## src/rtl/round_key_sequencer.sv

```systemverilog
// round_key_sequencer: walks the eleven round keys produced by a key generator
// and presents them one at a time, registered, to a cipher datapath with a
// valid/ack handshake.
// Optional feature: define RKS_DECRYPT_EN to support descending key order
// (10..0) selected by the decrypt input. Without it, the order is always
// ascending (0..10) and decrypt is ignored.
module round_key_sequencer (
  input  logic         clk,
  input  logic         n_rst,
  input  logic         start,
  input  logic         decrypt,
  input  logic         generation_done,
  input  logic [127:0] round_key_0,
  input  logic [127:0] round_key_x,
  input  logic         key_ack,
  output logic [3:0]   read_addr,
  output logic [127:0] key_out,
  output logic         key_valid,
  output logic [3:0]   round_num,
  output logic         last_key,
  output logic         busy,
  output logic         seq_done
);

  typedef enum logic [2:0] {
    S_IDLE,
    S_WAIT_GEN,
    S_FETCH,
    S_PRESENT,
    S_DONE
  } state_e;

  localparam logic [3:0] IDX_LOW  = 4'd0;
  localparam logic [3:0] IDX_HIGH = 4'd10;

  state_e         state_q, state_d;
  logic [3:0]     idx_q, idx_d;
  logic [127:0]   key_q, key_d;
  logic           valid_q, valid_d;
  logic [3:0]     rnum_q, rnum_d;

  // Index bookkeeping that depends on the key order.
  logic [3:0]     start_idx;   // first index chosen from the decrypt input at start
  logic [3:0]     first_idx;   // first index of the sequence in progress
  logic [3:0]     final_idx;   // final index of the sequence in progress
  logic [3:0]     next_idx;    // index following idx_q in the sequence order

`ifdef RKS_DECRYPT_EN
  logic desc_q, desc_d;

  assign start_idx = decrypt ? IDX_HIGH : IDX_LOW;
  assign first_idx = desc_q  ? IDX_HIGH : IDX_LOW;
  assign final_idx = desc_q  ? IDX_LOW  : IDX_HIGH;
  assign next_idx  = desc_q  ? (idx_q - 4'd1) : (idx_q + 4'd1);

  // Order latch: captured with start, held for the whole sequence.
  always_ff @(posedge clk or negedge n_rst) begin
    if (!n_rst) desc_q <= 1'b0;
    else        desc_q <= desc_d;
  end
`else
  logic unused_decrypt;

  assign unused_decrypt = decrypt;
  assign start_idx      = IDX_LOW;
  assign first_idx      = IDX_LOW;
  assign final_idx      = IDX_HIGH;
  assign next_idx       = idx_q + 4'd1;
`endif

  // State and datapath registers.
  // NOTE: sequential state uses non-blocking assignments so every register
  // samples the pre-edge values regardless of statement order.
  always_ff @(posedge clk or negedge n_rst) begin
    if (!n_rst) begin
      state_q <= S_IDLE;
      idx_q   <= IDX_LOW;
      key_q   <= '0;
      valid_q <= 1'b0;
      rnum_q  <= '0;
    end else begin
      state_q <= state_d;
      idx_q   <= idx_d;
      key_q   <= key_d;
      valid_q <= valid_d;
      rnum_q  <= rnum_d;
    end
  end

  // Next-state and next-datapath logic.
  always_comb begin
    // NOTE: every signal gets a hold default first so no path leaves one
    // unassigned, which would otherwise infer a latch.
    state_d = state_q;
    idx_d   = idx_q;
    key_d   = key_q;
    valid_d = valid_q;
    rnum_d  = rnum_q;
`ifdef RKS_DECRYPT_EN
    desc_d  = desc_q;
`endif
    unique case (state_q)
      S_IDLE: begin
        if (start) begin
`ifdef RKS_DECRYPT_EN
          desc_d  = decrypt;
`endif
          idx_d   = start_idx;
          state_d = generation_done ? S_FETCH : S_WAIT_GEN;
        end
      end
      S_WAIT_GEN: begin
        if (generation_done) state_d = S_FETCH;
      end
      S_FETCH: begin
        if (!generation_done) begin
          // Keys vanished under us: restart the sequence from the top.
          idx_d   = first_idx;
          state_d = S_WAIT_GEN;
        end else begin
          key_d   = (idx_q == IDX_LOW) ? round_key_0 : round_key_x;
          valid_d = 1'b1;
          rnum_d  = idx_q;
          state_d = S_PRESENT;
        end
      end
      S_PRESENT: begin
        if (!generation_done) begin
          valid_d = 1'b0;
          idx_d   = first_idx;
          state_d = S_WAIT_GEN;
        end else if (key_ack) begin
          valid_d = 1'b0;
          if (idx_q == final_idx) begin
            state_d = S_DONE;
          end else begin
            idx_d   = next_idx;
            state_d = S_FETCH;
          end
        end
      end
      S_DONE: begin
        state_d = S_IDLE;
      end
      default: begin
        state_d = S_IDLE;
      end
    endcase
  end

  // Moore outputs decoded from the state and output registers.
  always_comb begin
    busy      = (state_q != S_IDLE);
    seq_done  = (state_q == S_DONE);
    read_addr = (state_q == S_IDLE) ? 4'd0 : idx_q;
    last_key  = valid_q && (rnum_q == final_idx);
  end

  assign key_out   = key_q;
  assign key_valid = valid_q;
  assign round_num = rnum_q;

endmodule
```

## config.mk

```make
export PLATFORM = sky130hd
export DESIGN_NAME = round_key_sequencer
export DESIGN_NICKNAME = d
export VERILOG_FILES = /design/src/rtl/round_key_sequencer.sv
export SDC_FILE = /design/constraint.sdc
export NUM_CORES = 1
export LEC_CHECK = 0
export BUFFER_PORTS_ARGS = -buffer_cell sky130_fd_sc_hd__buf_2
export CAP_MARGIN = 20
export CORE_AREA = 2 2 155 157
export CTS_CLUSTER_DIAMETER = 40
export CTS_CLUSTER_SIZE = 8
export DETAILED_ROUTE_END_ITERATION = 12
export DIE_AREA = 0 0 157 159
export MAX_ROUTING_LAYER = met4
export PLACE_DENSITY = 0.55
export SYNTH_ARGS = -nofsm -noshare
export SYNTH_HDL_FRONTEND = slang
export SYNTH_SLANG_ARGS = --single-unit
```

## constraint.sdc

```tcl
create_clock -name clk -period 1.9 [get_ports clk]
set_clock_uncertainty 0.15 [all_clocks]
set_input_delay 0.19 -clock clk [delete_from_list [all_inputs] [get_ports clk]]
set_output_delay 0.19 -clock clk [all_outputs]
set_load 0.02 [all_outputs]
```

# ---- Word level (Yosys, flattened, before mapping)
# Index checks and enable logic that the tools add are counted.
dict set report word_totals {
  ff_bits 140
  inputBits 262
  output_inout_bits 140
  word_cells 48
}
dict set report op_classes {
  addsub 1
  n_eq_ne 12
  muxes 20
  reduce_logical 10
}
# op count
set op_table {}
lappend op_table {{$mux 128} 1}
lappend op_table {{$mux 4} 6}
lappend op_table {{$mux 3} 5}
lappend op_table {{$pmux 3 s4} 1}
lappend op_table {{$pmux 4 s3} 1}
lappend op_table {{$eq 4x4->1 const B} 2}
lappend op_table {{$ne 2x2->1 const B} 4}
lappend op_table {{$eq 3x2->1 const B} 2}
lappend op_table {{$ne 3x3->1 const B} 2}
lappend op_table {{$reduce_and 3->1} 2}
lappend op_table {{$reduce_bool 3->1} 2}
lappend op_table {{$reduce_and 5->1} 1}
lappend op_table {{$add 4x1->4 const B} 1}
lappend op_table {{$logic_not 4->1} 1}
lappend op_table {{$mux 2} 2}
lappend op_table {{$eq 3x1->1 const B} 1}
lappend op_table {{$eq 3x3->1 const B} 1}
lappend op_table {{$logic_not 3->1} 1}
lappend op_table {{$mux 1} 3}
lappend op_table {{$pmux 1 s2} 1}
lappend op_table {{$reduce_and 2->1} 1}
lappend op_table {{$reduce_bool 2->1} 1}
lappend op_table {{$logic_and 1x1->1} 1}

# ---- Logic depth before layout (Yosys ltp)
dict set report depth {
  ltp_word 5
  depth_mapped 7
  depth_no_buf 6
}

# ---- Least setup slack after synthesis
# No wires, ideal clock.
dict set report synth_path {
  path_kind {reg-to-reg}
  start {reg idx_q[0]}
  end {reg key_q[51], in the netlist key_out[51]}
  setup_time_ns 0.126
  arrival_time_ns 1.521
  required_ns 1.624
  path_slack_ns 0.103
  stages_incl_launch_ff 8
  n_path_buf 2
  synth_period_minus_slack_ns 1.797
  cell_sequence {dfrtp_1 inv_1 ha_1 nor3b_2 buf_2 buf_2 mux2i_1 a21oi_1}
}
dict set report synth_between {
  elab_chain_len 2
}
# element line_no
set synth_lines {}
lappend synth_lines {{start, declared} 37} ;# logic [3:0] idx_q, idx_d;
lappend synth_lines {{start signal, assigned} 83} ;# idx_q <= idx_d;
lappend synth_lines {{$logic_not 4->1} 121} ;# key_d = (idx_q == IDX_LOW) ? round_key_0 : round_key_x;
lappend synth_lines {{$mux 128} 121}
lappend synth_lines {{end signal, assigned} 84} ;# key_q <= key_d;
lappend synth_lines {{end, declared} 38} ;# logic [127:0] key_q, key_d;
# No other way between the ends.
# A chain may end at the register's enable or synchronous reset.

# ---- Final worst setup path
dict set report layout_path {
  start {reg idx_q[0]}
  end {reg key_q[100], in the netlist key_out[100]}
}
# Same word-level chain as after synthesis.

==> flow_summary.ini <==
[run_status]
status = complete, no violations

[place]
port_buffers = 400
place_hpwl_um = 15300
gp_congestion = 0.777
dp.cells = 1340
post-place-ws_ns = -0.0560

[worst_setup_path]
required_ns = 2.04
crit_type = flop to flop
r2r_end = key_out[100]
crit_chain = inv_2 -> ha_4 -> nor3b_4 -> buf_12 -> clkbuf_16 -> buf_12 -> mux2i_1 -> a21oi_1
crit_top_cell = buf_12
cp.arrival_ns = 2.03
crit_start = idx_q[0]
reg2reg_depth = 8
cp_max_fo = 7
critPathSlowestCell = dfrtp_1
cpPeakStageDelay_ns = 0.38
worst_setup_path_start_kind = flop
worst_setup_path_end_kind = flop
r2r_start = idx_q[0]
reg2reg_slack_ns = 0.004
endpoint = key_out[100]

[timing]
period_minus_slack_ns = 1.90
maxSlewViolCount = 0
hold_viol_final = 0
max_freq_mhz = 527
rsz0062_at_grt = true
setup_viol = 0
whs_ns = 0.0355
max-slew-margin-rel_pct = 75.8
setup_ws_ns = 0.00406
fin_tns_setup_ns = 0
worstMarginPinSlew_ns = 0.364
fin_crit_sh_pct = 99.8

[clock_tree]
clockRootBuffer = clkbuf_16
htreeDepth = 4
clock-sinks = 140
clock_latency_ns = 0.41
numCtsBuffers = 17
cts.path.max_buffers = 2
clk_pin_slew_worst_paths_ns = 0.07
cts_tree = done

[die]
die_area_um2 = 25000
rows = 56
die_height_um = 159
die_w_um = 157
coreArea_um2 = 23200
initial_core_util_pct = 28.2
io_pins = 402

[global_route]
grt_pass1_wl_um = 38700
grt_pass1_vias = 7729
grt_max_degree = 62
grt_overflow = 0
antenna_found_initial = 1
grt_usage_pct = 20.1

[route]
routedWlPerCell_um = 16.4
drt-initial-drc-count = 501
drt-pass1-iter-count = 5
wirelength_um = 27200
drc_errors = 0
dr_total_vias = 7521
ant_nets = 0
viasPerCell = 4.55

[synthesis]
syn_area_per_cell_um2 = 10.4
ys_async_sr_fraction_pct = 100
synth-seq-area-share_pct = 53.5
ys_ff_latch = 140
yosys_warnings = 0
synth.distinct_cells = 29
syn_area_um2 = 6540
syn_inst = 629
synth_edf_count = 0
syn_nets = 894
synth_flop_cell = dfrtp_1

[cells_and_area]
multi_input_area_um2 = 3000
num-fill-cells = 1909
seqCellArea_um2 = 3500
areaGrowthSynthToFinish_pct = 98.6
mostFrequentLayoutCell = buf_2
finalNetCount = 1586
fin_cells = 1653
drive_gt1_share_pct = 40.4
layout_common_cells = buf_2 (399), dlygate4sd3_1 (258), dfrtp_1 (140)

[power]
p_leak_nw = 6.47
p_total_mw = 18.7
pwr_density_cell_nw_per_um2 = 1440
vdd_drop_max_mv = 0.828

[run]
cap_violations = 0

[worst_hold_path]
hp-class = primary input to asynchronous set/reset pin
-- worst min path at each step --
stage / depth (start not counted) / from / to
2_1_floorplan: 0 / n_rst / idx_q[0]
3_3_place_gp: 1 / n_rst / key_out[115]
3_5_place_dp: 1 / n_rst / key_out[115]
4_1_cts: 2 / n_rst / key_out[109]
5_1_grt: 2 / n_rst / key_out[109]
6_report: 2 / n_rst / key_out[109]
-- final cells by class --
class,instances,share of cell area (%)
Timing Repair Buffer,717,42.5
Sequential cell,140,27.0
Multi-Input combinational cell,440,23.1
Clock buffer,19,3.33
Tap cell,319,3.07
Clock inverter,12,0.886
Inverter,5,0.144
Antenna cell,1,0.0193
-- worst max-delay path: cells and delay by family (launching register included) --
kind / cells / cell delay, ns
flip-flops: 1 / 0.38
AO/OA/AOI/OAI: 1 / 0.11
buffers and inverters: 4 / 0.55
adder cells (fa/ha/maj): 1 / 0.13
AND/OR/NAND/NOR: 1 / 0.21
multiplexers: 1 / 0.25
-- cell usage after synthesis (all sizes together) (2+ instances only) --
cell,n,area [um2]
a21oi,130,651
a31oi,2,12.5
and2,2,12.5
buf,36,200
clkbuf,8,37.5
dfrtp,140,3500
ha,3,37.5
inv,5,18.8
mux2,4,45.0
mux2i,128,1280
nand2,3,11.3
nand2b,2,12.5
nand4b,2,17.5
nor2,137,514
nor2b,5,31.3
nor3,3,26.3
o21ai,10,50.1
o221ai,2,17.5
-- per-stage QoR --
step	util (%)	cell area, um2
floorplan	-	6540
global placement	39.3	9110
detailed placement	39.3	9110
CTS	52.9	12300
global route	56.0	13000
finish	56.0	13000
-- flip-flops by register name, summed over array words and instances, names as in the netlist --
name	cells
idx_q	4
state_q	3
round_num	4
key_valid	1
key_out	128
-- logic make-up after synthesis --
family	share of synthesized area (%)
compound gates	11.7
fa+ha+maj	0.574
buf+inv	3.92
flops	53.5
simple gates	9.96
mux	20.3
-- power breakdown --
part	switching, mW	internal [mW]
Clock	1.35	1.81
Combinational	5.61	4.74
Sequential	0.765	4.38
Total	7.73	10.9
-- per-layer routing --
| layer | vias to the layer above | track usage (%) | routed length (um) | part of all wire [%] |
|---|---|---|---|---|
| met5 | - | - | 0 | 0 |
| met4 | 0 | 7.63 | 752 | 2.8 |
| met3 | 61 | 4.82 | 1960 | 7.2 |
| met2 | 371 | 34.1 | 13400 | 49 |
| met1 | 3519 | 22.8 | 11000 | 41 |
| li1 | 3570 | - | - | - |
-- what timing repair did --
| item | 4_1_cts | 5_1_grt |
|---|---|---|
| cloned | 0 | 12 |
| endpoints found under the setup margin | 18 | 129 |
| endpoints found under the hold margin | 270 | 0 |
| resized for setup | 3 | 82 |
| buffers inserted | 2 | 9 |
| hold buffers | 258 | 0 |
| pin swaps | 0 | 29 |
No activity file was read; power rests on OpenSTA's default activity.
